`config.mk`:
```
export PLATFORM = sky130hd
export DESIGN_NAME = period_meter
export DESIGN_NICKNAME = d
export VERILOG_FILES = /design/src/rtl/period_meter.sv
export SDC_FILE = /design/constraint.sdc
export NUM_CORES = 1
export LEC_CHECK = 0
export ABC_CLOCK_PERIOD_IN_PS = 3050
export BUFFER_PORTS_ARGS = -buffer_cell sky130_fd_sc_hd__buf_2
export CAP_MARGIN = 0
export CORE_MARGIN = 10
export CORE_UTILIZATION = 58
export CTS_CLUSTER_SIZE = 25
export DETAILED_ROUTE_END_ITERATION = 10
export GPL_TIMING_DRIVEN = 0
export PLACE_DENSITY = 0.75
export SLEW_MARGIN = 5
export SYNTH_ARGS = -nofsm -noshare
export SYNTH_HDL_FRONTEND = slang
export SYNTH_SLANG_ARGS = --single-unit
```
`constraint.sdc`:
```
create_clock -name clk -period 3.05 [get_ports clk]
set_input_delay 0.915 -clock clk [delete_from_list [all_inputs] [get_ports clk]]
set_output_delay 0.915 -clock clk [all_outputs]
set_load 0.02 [all_outputs]
```
`src/rtl/period_meter.sv`:
```
// period_meter -- measures one period (and optionally the high phase) of a
// slow, possibly asynchronous square wave in clk cycles, on request.
//
// Optional feature macro: PERIOD_METER_HIGH_TIME_EN
//   defined   -> high_time port, its register and fall detection present
//   undefined -> high_time port and logic absent, falling edges ignored
//
// Ports:
//   clk        in   system clock, all registers on its rising edge
//   rst_n      in   asynchronous active-low reset
//   sig_in     in   signal under measurement (asynchronous to clk)
//   start      in   one-cycle measurement request, honoured only in IDLE
//   ack        in   consumer acknowledge, honoured only in DONE
//   busy       out  high while arming or measuring
//   valid      out  high while a result is presented
//   timeout    out  qualifies valid: measurement was aborted
//   period     out  clk cycles between two consecutive rising edges
//   high_time  out  clk cycles from the opening rise to the next fall
//   state_o    out  debug view of the FSM state (0=IDLE 1=ARM 2=MEASURE 3=DONE)
//
// Handshake: valid rises the cycle after the closing edge (or timeout) and
// period/high_time/timeout are stable for as long as valid is high; the
// consumer raises ack for one cycle and valid falls on the following cycle.
module period_meter #(
  parameter int          CNT_W       = 26,
  parameter int unsigned TIMEOUT_CYC = 2**CNT_W - 1
) (
  input  logic             clk,
  input  logic             rst_n,
  input  logic             sig_in,
  input  logic             start,
  input  logic             ack,
  output logic             busy,
  output logic             valid,
  output logic             timeout,
  output logic [CNT_W-1:0] period,
`ifdef PERIOD_METER_HIGH_TIME_EN
  output logic [CNT_W-1:0] high_time,
`endif
  output logic [1:0]       state_o
);

  localparam logic [CNT_W-1:0] LIMIT = CNT_W'(TIMEOUT_CYC);

  typedef enum logic [1:0] {
    S_IDLE    = 2'd0,
    S_ARM     = 2'd1,
    S_MEASURE = 2'd2,
    S_DONE    = 2'd3
  } state_e;

  state_e           state_q, state_d;
  logic [CNT_W-1:0] cnt_q, cnt_d;
  logic [CNT_W-1:0] period_q, period_d;
  logic             timeout_q, timeout_d;
  logic             busy_q, valid_q;

  // Synchronizer and registered edge detector. The pipeline always runs, so
  // an edge already in flight when ARM is entered opens the measurement.
  logic sync1_q, sync2_q, prev_q, rise_q;

`ifdef PERIOD_METER_HIGH_TIME_EN
  logic             fall_q;
  logic             fall_seen_q, fall_seen_d;
  logic [CNT_W-1:0] high_q, high_d;
`endif

  logic             cnt_at_lim;
  logic [CNT_W-1:0] cnt_inc;

  assign cnt_at_lim = (cnt_q == LIMIT);
  // Saturating increment: the counter never wraps past the limit.
  assign cnt_inc    = cnt_at_lim ? cnt_q : cnt_q + CNT_W'(1);

  always_ff @(posedge clk or negedge rst_n) begin
    if (!rst_n) begin
      sync1_q <= 1'b0;
      sync2_q <= 1'b0;
      prev_q  <= 1'b0;
      rise_q  <= 1'b0;
`ifdef PERIOD_METER_HIGH_TIME_EN
      fall_q  <= 1'b0;
`endif
    end else begin
      sync1_q <= sig_in;
      sync2_q <= sync1_q;
      prev_q  <= sync2_q;
      rise_q  <= sync2_q & ~prev_q;
`ifdef PERIOD_METER_HIGH_TIME_EN
      fall_q  <= ~sync2_q & prev_q;
`endif
    end
  end

  always_comb begin
    state_d   = state_q;
    cnt_d     = cnt_q;
    period_d  = period_q;
    timeout_d = timeout_q;
`ifdef PERIOD_METER_HIGH_TIME_EN
    high_d      = high_q;
    fall_seen_d = fall_seen_q;
`endif
    case (state_q)
      S_IDLE: begin
        cnt_d = '0;
        if (start) begin
          state_d   = S_ARM;
          period_d  = '0;
          timeout_d = 1'b0;
`ifdef PERIOD_METER_HIGH_TIME_EN
          high_d      = '0;
          fall_seen_d = 1'b0;
`endif
        end
      end
      S_ARM: begin
        if (rise_q) begin
          // The rise cycle is reference cycle a; the next cycle reads 1.
          state_d = S_MEASURE;
          cnt_d   = CNT_W'(1);
        end else if (cnt_at_lim) begin
          state_d   = S_DONE;
          timeout_d = 1'b1;
        end else begin
          cnt_d = cnt_inc;
        end
      end
      S_MEASURE: begin
        cnt_d = cnt_inc;
`ifdef PERIOD_METER_HIGH_TIME_EN
        if (fall_q && !fall_seen_q) begin
          high_d      = cnt_q;
          fall_seen_d = 1'b1;
        end
`endif
        if (rise_q) begin
          state_d   = S_DONE;
          period_d  = cnt_q;
          timeout_d = 1'b0;
        end else if (cnt_at_lim) begin
          // high_time keeps whatever was latched (0 if no fall was seen).
          state_d   = S_DONE;
          period_d  = '0;
          timeout_d = 1'b1;
        end
      end
      S_DONE: begin
        // ack wins over a simultaneous start; start here is dropped.
        if (ack) begin
          state_d = S_IDLE;
          cnt_d   = '0;
        end
      end
      default: state_d = S_IDLE;
    endcase
  end

  always_ff @(posedge clk or negedge rst_n) begin
    if (!rst_n) begin
      state_q   <= S_IDLE;
      cnt_q     <= '0;
      period_q  <= '0;
      timeout_q <= 1'b0;
      busy_q    <= 1'b0;
      valid_q   <= 1'b0;
`ifdef PERIOD_METER_HIGH_TIME_EN
      high_q      <= '0;
      fall_seen_q <= 1'b0;
`endif
    end else begin
      state_q   <= state_d;
      cnt_q     <= cnt_d;
      period_q  <= period_d;
      timeout_q <= timeout_d;
      busy_q    <= (state_d == S_ARM) || (state_d == S_MEASURE);
      valid_q   <= (state_d == S_DONE);
`ifdef PERIOD_METER_HIGH_TIME_EN
      high_q      <= high_d;
      fall_seen_q <= fall_seen_d;
`endif
    end
  end

  assign busy    = busy_q;
  assign valid   = valid_q;
  assign timeout = timeout_q;
  assign period  = period_q;
  assign state_o = state_q;
`ifdef PERIOD_METER_HIGH_TIME_EN
  assign high_time = high_q;
`endif

endmodule

```
Yosys cells after proc, flatten, opt, wreduce, memory -nomap -nowiden

Index checks and enable logic that the tools add are counted.

Input port bits: 5
Bits in registers: 61
Output and inout port bits: 31

Reduce and logical (&&, ||, !) cells: 7
Equal/unequal tests: 12
Bitwise gates (word level): 2
Mux-type cells: 20
$add $sub $neg: 1

Operators with widths:

| cell                                                                   | number |
|---|---|
| 26-bit two-way mux                                                     | 7 |
| 26-bit case mux with 4 select lines                                    | 1 |
| 26-bit case mux with 2 select lines                                    | 1 |
| 26-bit by 1-bit adder with 26-bit output (second input constant)       | 1 |
| 26-bit equality test (second input constant)                           | 1 |
| 2-bit two-way mux                                                      | 5 |
| 2-bit equality test (second input constant)                            | 4 |
| 2-bit case mux with 4 select lines                                     | 1 |
| 2-bit inequality test (second input constant)                          | 3 |
| 3-bit inequality test (second input constant)                          | 2 |
| 3-bit AND reduction                                                    | 2 |
| 2-bit by 1-bit equality test with 1-bit output (second input constant) | 2 |
| 1-bit two-way mux                                                      | 4 |
| 1-bit case mux with 3 select lines                                     | 1 |
| 3-bit nonzero test                                                     | 1 |
| 2-bit zero test                                                        | 1 |
| 2-bit AND reduction                                                    | 1 |
| 2-bit nonzero test                                                     | 1 |
| 1-bit bitwise AND                                                      | 1 |
| 1-bit logical OR                                                       | 1 |
| 1-bit NOT                                                              | 1 |

Logic depth before layout (Yosys ltp)

Gate-level depths: netlist (run 1).

Depth after elaboration: 6
Depth in mapped cells: 9
Depth with buffers taken out: 7

Least setup slack after synthesis (run 1)

No wires, ideal clock.

Path type: register to register
Start: register cnt_q[0]
End: register period_q[10] (netlist: period[10])
Data required time: 2.925 ns
Stages on the path, launching flop included: 8
Period minus slack after synthesis: 2.259 ns
Setup slack: 0.791 ns
Data arrival time: 2.134 ns
Cells stage by stage: dfrtp_1 > ha_1 > nand3_2 > or2_1 > nor4_4 > o221ai_2 > buf_6 > mux2_4

Word-level cells in the longest chain between the ends: 3

RTL lines:

| element                                | line | RTL |
|---|---|---|
| start: declaration                     | 53   | `logic [CNT_W-1:0] cnt_q, cnt_d;` |
| start signal: assignment               | 173  | `cnt_q <= cnt_d;` |
| 26-bit equality test                   | 71   | `assign cnt_at_lim = (cnt_q == LIMIT);` |
| 3-bit inequality test (no source line) | -    |  |
| 3-bit AND reduction (no source line)   | -    |  |
| end signal: assignment                 | 174  | `period_q <= period_d;` |
| end: declaration                       | 54   | `logic [CNT_W-1:0] period_q, period_d;` |

No other way between the ends.
A chain may end at the register's enable or synchronous reset.

Worst setup path after layout (run 1)

Same ends and word-level chain as after synthesis.

==> reports/qor.csv, run 1 <==
metric,value,unit
status,"complete, no violations",
number of synthesized flops with an enable pin,0,
die width,94.0,um
synth top area cells,"dfrtp_1 48%, mux2_4 9.4%, and3_1 5.3%",
sequential share of power,36.2,%
synth warn,0,
post-synthesis mux area share,12.5,%
Sink Count,61,
leading area contributor after synthesis,dfrtp_1,
Worst path slowest cell,nor4_4,
Max Buffers Root-to-Sink,2,
Main synth FF type,dfrtp_1,
hold-fix buffers at CTS,0,
min Tclk post-route,2.68,ns
Detailed Route Iter0 Violations,151,
drt total wl,6900,um
Power Total,0.00249,W
"Seq/Total Area, Yosys",48.0,%
All-Layer GR Usage,17.3,%
DRC viols,0,
"critical path, cell by cell",ha_1 -> nand3_2 -> or2_1 -> nor4_4 -> o221ai_2 -> buf_6 -> mux2_4,
H-tree depth,3,
dpl hpwl,4700,um
pins over their slew limit,0,
Vias/cell,6.03,
Synth top area share,48.0,%
complex-gate fraction of the synthesized area,12.2,%
Floorplan Core Area,5200,sq um
Routed Antenna Nets,0,
Post-CTS Resized,0,
CP Launch Type,flip-flop,
share of layout cells above drive strength 1,26.7,%
number of setup violations in the final report,0,
via count,2454,
vias in the first global route,2548,
"flops & latches, synth",61,
combinational power share,35.6,%
RePlAce Congestion,0.792,
final setup TNS,0,ns
sw frac,36.2,%
crit-path max FO,10,
initial antenna violation count,0,
drt pass-1 iters,4,
WL per Instance,17.0,um
RSZ-0062 raised after global routing,false,
first-pass GRT wire length,12300,um
Leak,1.77,nW
critical path class,flip-flop to flip-flop,
clock skew,0.00808,ns
Worst-Margin Slew,0.752,ns
syn avg cell area,11.0,sq um
Worst EP arrival,2.90,ns
Die H,94.0,um
simple-gate share of the synthesized area,20.7,%
clock root cell,clkbuf_8,
nets,347,
Post-Syn Area,3180,sq um
Adder-Cell Fraction of Synth Area,2.75,%
Core Rows,26,
Synth cell types,47,
internal power,0.00158,W
main combinational cell family by area after synthesis,simple AND/OR/NAND/NOR gates,
ys async rst share,100,%
FMAX,374,MHz
CTS tree,done,
"Reg clk slew, reported paths",0.06,ns
HP Class,flip-flop to flip-flop,
GRT overflow,0,
"Period Utilization, post-route",87.7,%
maximum VDD drop,0.491,mV
cts bufs inserted,9,
Post-Synth XOR/XNOR Area,0.551,%
IO Pins,36,
PwrDens,685,nW/um^2
WP data required,3.28,ns
largest stage delay on the critical path,0.49,ns
worst rel slew slack,49.4,%
Max-Cap Viols,0,
die footprint,8840,sq um
power share of the clock group,28.2,%
Area Growth Syn to Fin,14.2,%
Syn Inst Count,289,
Fin. Hold Viols,0,
switching power,0.000901,W
Antenna Cells,0,
Buffers on Ports,35,
Mapped Nets,301,
pin count of the biggest net entering global routing,62,
# Post-CTS Setup Buffers,0,
CP Capture Type,flip-flop,
Clock Latency Late Sink,0.35,ns
Initial Util,61.1,%
-- final timing paths --
kind                       startpoint         end  slack [ns]  cells after the start
max in group asynchronous       rst_n  period[25]        1.91                      1
setup reg to reg             cnt_q[0]  period[10]        0.37                      7
min in group asynchronous       rst_n   period[8]        0.65                      1
hold / removal                sync1_q     sync2_q        0.35                      0
setup / recovery             cnt_q[0]  period[10]        0.37                      7
hold reg to reg               sync1_q     sync2_q        0.35                      0
-- layout by cell type, fill, tap and decap left out, types with 2 or more instances in the layout --
cell type  instances
a31oi_1            3
dfrtp_1           61
or2_2              2
clkbuf_1           9
mux2i_1            3
mux2_2             6
a21oi_1           26
o31ai_1            9
nand2_1           13
and4_1             3
nor2b_1            4
buf_6              2
nand4_1            6
nand3_1            8
or4_1             10
nor2_1             9
nor4_1             2
buf_2             38
and3_1            27
ha_1               7
inv_1              6
nand2b_1           6
or3_1             10
o21ai_0           10
mux2_4            20
a211oi_1           2
clkbuf_8          11
-- cells in the mapped netlist (2+ instances only) --
cell type,n
nand2b_1,6
nand4_1,6
dfrtp_1,61
buf_2,4
a31oi_1,3
nor2b_1,4
a211oi_1,2
and3_1,27
o31ai_1,9
clkbuf_1,9
a21oi_1,26
o21ai_0,10
or2_2,2
mux2i_1,3
buf_6,2
nand2_1,13
or4_1,10
mux2_2,6
mux2_4,20
inv_1,6
nor2_1,9
or3_1,10
and4_1,3
ha_1,7
nor4_1,2
nand3_1,8
-- layer usage --
layer / share of wire [%] / GRT usage (%)
met5: 0 / 0
met4: 2.0 / 8.73
met3: 4.6 / 4.08
met1: 45 / 21.8
met2: 48 / 27.0
-- cell families after synthesis --
kind of cell             Yosys count
XOR/XNOR                           2
adder cells (fa/ha/maj)            7
AO/OA/AOI/OAI                     61
AND/OR/NAND/NOR                  107
buffers and inverters             22
flip-flops                        61
multiplexers                      29
-- power groups by stage --
stage          Sequential [W]  Combinational (W)  Clock, W
2_1_floorplan        0.000934           0.000634         0
5_1_grt              0.000909           0.000976  0.000744
6_report             0.000900           0.000884  0.000702
4_1_cts              0.000899           0.000885  0.000712
3_5_place_dp         0.000910           0.000882         0
3_3_place_gp         0.000911           0.000859         0
-- critical path: cells and delay by family, from the launching register on --
family	cells	cell delay, ns
compound gates	1	0.35
mux	1	0.31
fa+ha+maj	1	0.23
simple gates	3	0.95
buf+inv	1	0.26
flops	1	0.46
-- sequential cells by signal (all words and copies together) (netlist names) --
name / cells
cnt_q: 26
period: 26
state_o: 2
busy: 1
prev_q: 1
rise_q: 1
sync1_q: 1
sync2_q: 1
timeout: 1
valid: 1
-- cell type report --
class                   instances  area (sq um)
multi-input cells             206          1550
clock inverters                 2          35.0
inverters                       6          22.5
well taps                      70          87.6
fillers                       411          1570
repair buffers                 35           178
clock buffers                  11           151
flip-flops and latches         61          1530
plain buffers                  16          81.3
-- per-stage QoR --
stage	worst slack [ns]	area (sq um)	utilization, %	hold WS [ns]	std cells
detailed placement	0.426	3440	66.2	0.339	394
floorplan	0.791	3180	-	0.331	289
global placement	0.434	3440	66.1	0.345	394
finish	0.374	3630	69.8	0.351	407
CTS	0.407	3630	69.8	0.357	407
global route	0.144	3630	69.8	0.354	407
No activity file was read; power rests on OpenSTA's default activity.
==> run 2: changes to the inputs <==
ABC_CLOCK_PERIOD_IN_PS = 2700   (was 3050)
clock period = 2.7 ns   (was 3.05 ns; I/O delays follow)
==> run 2 against run 1 <==
Compared with the run above:
- maximum frequency grew 6.1%
- first-iteration DRC count up 26%
- sequential share of layout area shrank 0.081 points
- critical path type unchanged
- critical endpoint unchanged
- largest power group unchanged
==> reports/qor.csv, run 2 (synthesized netlist as in run 1, its figures left out) <==
metric,value,unit,change
status,"complete, no violations",,
drt pass-1 iters,4,,unchanged
Routed Antenna Nets,0,,unchanged
Antenna Cells,0,,unchanged
PwrDens,771,nW/um^2,+13%
hold path depth,0,,unchanged
DRC viols,0,,unchanged
WP depth,7,,unchanged
Floorplan Core Area,5200,sq um,unchanged
"critical path, cell by cell",ha_1 -> nand3_2 -> or2_1 -> nor4_4 -> o221ai_2 -> buf_6 -> mux2_4,,
WL per Instance,16.9,um,-0.17%
CTS tree,done,,
Area Growth Syn to Fin,14.5,%,
met3 usage,4.08,%,unchanged
worst rel slew slack,49.7,%,+0.31 points
crit path to,period[10],,
GR Util met1,21.8,%,unchanged
"Period Utilization, post-route",93.4,%,+5.6 points
Initial Util,61.1,%,unchanged
Leak,1.77,nW,-0.11%
All-Layer GR Usage,17.3,%,unchanged
RSZ-0062 raised after global routing,false,,
largest stage delay on the critical path,0.42,ns,-0.07 ns
min Tclk post-route,2.52,ns,-0.155 ns
Sink Count,61,,unchanged
layer carrying the most global-route usage,met2,,
Crit Reg-Reg Startpoint,cnt_q[1],,
Worst setup startpoint,cnt_q[1],,
Worst EP arrival,2.75,ns,-0.15 ns
vias in the first global route,2548,,unchanged
Max Buffers Root-to-Sink,2,,unchanged
FMAX,397,MHz,+6.1%
cts bufs inserted,9,,unchanged
number of setup violations in the final report,0,,unchanged
Fin. Hold Viols,0,,unchanged
pin count of the biggest net entering global routing,62,,unchanged
most frequent cells in the layout,"60 x dfrtp_1, 37 x buf_2, 27 x and3_1",,
CP Launch Type,flip-flop,,
Hold WS,0.350,ns,-0.00106 ns
clock root cell,clkbuf_8,,
initial antenna violation count,0,,unchanged
"commonest non-fill, non-tap cell in the layout",dfrtp_1,,
Clock Latency Late Sink,0.35,ns,about the same
Worst path slowest cell,dfrtp_1,,
first-pass GRT wire length,12300,um,unchanged
pins over their slew limit,0,,unchanged
crit-path max FO,10,,unchanged
Detailed Route Iter0 Violations,190,,+26%
drt total wl,6890,um,-0.17%
via count,2433,,-0.86%
r2r endpoint,period[10],,
"setup slack, reg-to-reg",0.18,ns,-0.20 ns
Buffers on Ports,35,,unchanged
kind of cell adding the most delay to the critical path,simple AND/OR/NAND/NOR gates,,
Bufs and invs on worst path,1,,unchanged
CP Capture Type,flip-flop,,
GRT overflow,0,,unchanged
nets,347,,unchanged
H-tree depth,3,,unchanged
share of layout cells above drive strength 1,27.3,%,+0.59 points
maximum VDD drop,0.554,mV,+13%
hold-fix buffers at CTS,0,,unchanged
Core Rows,26,,unchanged
IO Pins,36,,unchanged
HP Class,flip-flop to flip-flop,,
"Reg clk slew, reported paths",0.06,ns,about the same
Vias/cell,5.98,,-0.86%
die width,94.0,um,unchanged
final setup TNS,0,ns,unchanged
WP data required,2.93,ns,-0.35 ns
clock skew,0.00799,ns,-0.0000912 ns
RePlAce Congestion,0.792,,unchanged
critical path class,flip-flop to flip-flop,,
die footprint,8840,sq um,unchanged
M2 GR Usage,27.0,%,unchanged
Reg2Reg Depth,7,,unchanged
Max-Cap Viols,0,,unchanged
Die H,94.0,um,unchanged
dpl hpwl,4700,um,unchanged
Worst-Margin Slew,0.754,ns,+0.00224 ns
run 2: changes by cell type in the layout (fill, tap and decap cells not counted):
cell / delta
buf_2: -1
clkbuf_4: +1
dfrtp_1: -1
dfrtp_2: +1
nor4_1: -1
nor4_2: +1
run 2: power by group:
part	leakage [nW]	total (W)	switching [W]	internal, W
sequential	0.836	0.00102	0.0000559	0.000962
clock	0.0971	0.000793	0.000333	0.000459
combinational	0.833	0.000998	0.000627	0.000372
total	1.77	0.00281	0.00102	0.00179
run 2: how the worst min path moves through the flow:
stage               to  slack [ns]    start
2_1_floorplan  sync2_q        0.33  sync1_q
3_3_place_gp   sync2_q        0.35  sync1_q
3_5_place_dp   sync2_q        0.34  sync1_q
4_1_cts        sync2_q        0.36  sync1_q
5_1_grt        sync2_q        0.35  sync1_q
6_report       sync2_q        0.35  sync1_q
run 2: what timing repair did:
action                                  CTS  global route
resized for setup                         0             3
buffers inserted                          0             0
endpoints found under the setup margin    0            41
run 2: area by class of cell:
type | count | area (sq um)
plain buffers | 16 | 83.8
clock buffers | 11 | 151
clock inverters | 2 | 35.0
fillers | 409 | 1560
inverters | 6 | 22.5
multi-input cells | 206 | 1560
flip-flops and latches | 61 | 1530
well taps | 70 | 87.6
repair buffers | 35 | 178
run 2: metal layers:
metal  share of wire [%]  routed length (um)
met5                   0                   0
met4                 1.8                 123
met3                 4.8                 334
met2                  48                3310
met1                  45                3120
run 2: stage by stage:
stage | instances | util, % | worst slack, ns | power, W | area, sq um
detailed placement | 394 | 66.2 | 0.0758 | 0.00202 | 3440
global placement | 394 | 66.1 | 0.0840 | 0.00200 | 3440
floorplan | 289 | - | 0.441 | 0.00177 | 3180
CTS | 407 | 69.8 | 0.0566 | 0.00282 | 3630
finish | 407 | 70.0 | 0.179 | 0.00281 | 3640
global route | 407 | 70.0 | 0.0331 | 0.00297 | 3640
==> run 3: changes to the inputs <==
CORE_MARGIN = 3   (was 10)
==> run 3 against run 2 <==
Compared with the run above:
- clock skew is 0.0016 ns lower
- utilization rose by 0.36 points
- first-iteration DRC count up 6.8%
- count of clock-buffer cells in the layout is 4 higher
- register-to-register slack improved by 0.04 ns
- cell count rose by 0.49%
- hold slack improved by 0.016 ns
- clock power about the same
- final area grew 0.52%
- setup slack improved by 0.035 ns
- largest cell class unchanged
==> reports/qor.csv, run 3 (synthesized netlist as in run 1, its figures left out) <==
metric,value,unit,change
r2r endpoint,cnt_q[1],,
drt total wl,6660,um,-3.3%
Routed Antenna Nets,0,,unchanged
crit-path max FO,10,,unchanged
die width,80.0,um,-15%
Detailed Route Iter0 Violations,203,,+6.8%
"Period Utilization, post-route",92.1,%,-1.3 points
"commonest non-fill, non-tap cell in the layout",dfrtp_1,,
critical path class,flip-flop to flip-flop,,
dpl hpwl,4440,um,-5.5%
FMAX,402,MHz,+1.4%
combinational power share,36.2,%,+0.7 points
Core Rows,26,,unchanged
CTS tree,done,,
power share of the clock group,27.9,%,-0.3 points
cts bufs inserted,9,,unchanged
hold path depth,0,,unchanged
Die H,80.0,um,-15%
fin cells,409,,+0.49%
via count,2472,,+1.6%
Worst-Margin Slew,0.760,ns,+0.00545 ns
maximum VDD drop,0.753,mV,+36%
Sink Count,61,,unchanged
CP Launch Type,flip-flop,,
clock skew,0.00642,ns,-0.00158 ns
hold-fix buffers at CTS,0,,unchanged
Worst EP arrival,2.72,ns,-0.03 ns
Vias/cell,6.04,,+1.1%
# Post-CTS Setup Buffers,0,,unchanged
Clock Latency Late Sink,0.34,ns,about the same
Hold WS,0.365,ns,+0.0160 ns
Fin. Hold Viols,0,,unchanged
number of setup violations in the final report,0,,unchanged
drt pass-1 iters,4,,unchanged
H-tree depth,3,,unchanged
Worst Hold End,sync2_q,,
pin count of the biggest net entering global routing,62,,unchanged
CP Capture Type,flip-flop,,
initial antenna violation count,0,,unchanged
HP Class,flip-flop to flip-flop,,
switching power,0.00103,W,+1.8%
nets,347,,unchanged
vias in the first global route,2306,,-9.5%
most frequent cells in the layout,"60 x dfrtp_1, 38 x buf_2, 27 x and3_1",,
GRT overflow,0,,unchanged
clock root cell,clkbuf_8,,
sw frac,36.5,%,+0.34 points
first-pass GRT wire length,11100,um,-9.2%
pins over their slew limit,0,,unchanged
Worst path slowest cell,or4_1,,
"Reg clk slew, reported paths",0.07,ns,about the same
Max-Cap Viols,0,,unchanged
largest stage delay on the critical path,0.64,ns,+0.22 ns
"critical path, cell by cell",ha_1 -> nand3_2 -> or4_1 -> o21ai_2 -> clkbuf_2 -> buf_2 -> mux2i_1 -> nor2_1,,
DRC viols,0,,unchanged
die footprint,6410,sq um,-28%
RePlAce Congestion,0.767,,-3.1%
final setup TNS,0,ns,unchanged
Reg2Reg Depth,8,,+1
Antenna Cells,0,,unchanged
Crit Reg-Reg Startpoint,cnt_q[0],,
All-Layer GR Usage,22.7,%,+5.4 points
WL per Instance,16.3,um,-3.7%
min Tclk post-route,2.49,ns,-0.0351 ns
sequential share of power,35.9,%,-0.3 points
placed insts,394,,unchanged
RSZ-0062 raised after global routing,false,,
Initial Util,61.1,%,unchanged
IO Pins,36,,unchanged
Post-CTS Resized,0,,unchanged
HP Start,sync1_q,,
Leak,1.77,nW,+0.39%
"setup slack, reg-to-reg",0.21,ns,+0.04 ns
internal power,0.00180,W,+0.36%
share of layout cells above drive strength 1,27.4,%,+0.13 points
Area Growth Syn to Fin,15.1,%,
WP data required,2.93,ns,about the same
Max Buffers Root-to-Sink,2,,unchanged
PwrDens,774,nW/um^2,+0.37%
Floorplan Core Area,5200,sq um,unchanged
Power Total,0.00283,W,+0.89%
status,"complete, no violations",,
Buffers on Ports,35,,unchanged
worst rel slew slack,49.3,%,-0.36 points
==> run 3: metal layers <==
layer / part of all wire [%] / global-route usage [%] / up-vias
li1: - / - / 1177
met3: 4.7 / 6.88 / 10
met2: 48 / 35.2 / 70
met1: 45 / 30.3 / 1215
met4: 1.6 / 7.26 / 0
met5: 0 / 0 / -
==> run 3: power groups by stage <==
stage          Clock [W]  Combinational [W]  Sequential, W
2_1_floorplan          0           0.000717        0.00106
3_3_place_gp           0           0.000965        0.00103
3_5_place_dp           0           0.000988        0.00103
4_1_cts         0.000809            0.00101        0.00101
5_1_grt         0.000849            0.00112        0.00102
6_report        0.000791            0.00103        0.00102
==> run 3: final cells by class <==
class                           count  area [sq um]
Multi-Input combinational cell    206          1570
Fill cell                         415          1550
Sequential cell                    61          1530
Clock buffer                       15           196
Timing Repair Buffer               35           178
Tap cell                           70          87.6
Buffer                             16          81.3
Inverter                            6          22.5
==> run 3: how the worst max path moves through the flow <==
stage,from,end,slack [ns],cells past startpoint
after floorplan,cnt_q[0],period[10],0.44,7
after detailed placement,cnt_q[0],period[25],0.09,7
after CTS,cnt_q[0],period[25],0.04,7
final,cnt_q[0],cnt_q[1],0.21,8
after global routing,cnt_q[0],cnt_q[1],0.03,8
after global placement,cnt_q[0],period[25],0.09,7
==> run 3: through the flow <==
| step | worst slack, ns | instance area [sq um] | utilization, % |
|---|---|---|---|
| floorplan | 0.441 | 3180 | - |
| global placement | 0.0914 | 3440 | 66.1 |
| detailed placement | 0.0890 | 3440 | 66.2 |
| CTS | 0.0423 | 3640 | 70.0 |
| global route | 0.0272 | 3660 | 70.3 |
| finish | 0.214 | 3660 | 70.3 |
==> run 3: critical path: cells and delay by family (launching register included) <==
kind	cells	cell delay, ns
compound gates	1	0.19
fa+ha+maj	1	0.21
buf+inv	2	0.49
flops	1	0.43
mux	1	0.21
simple gates	3	0.84
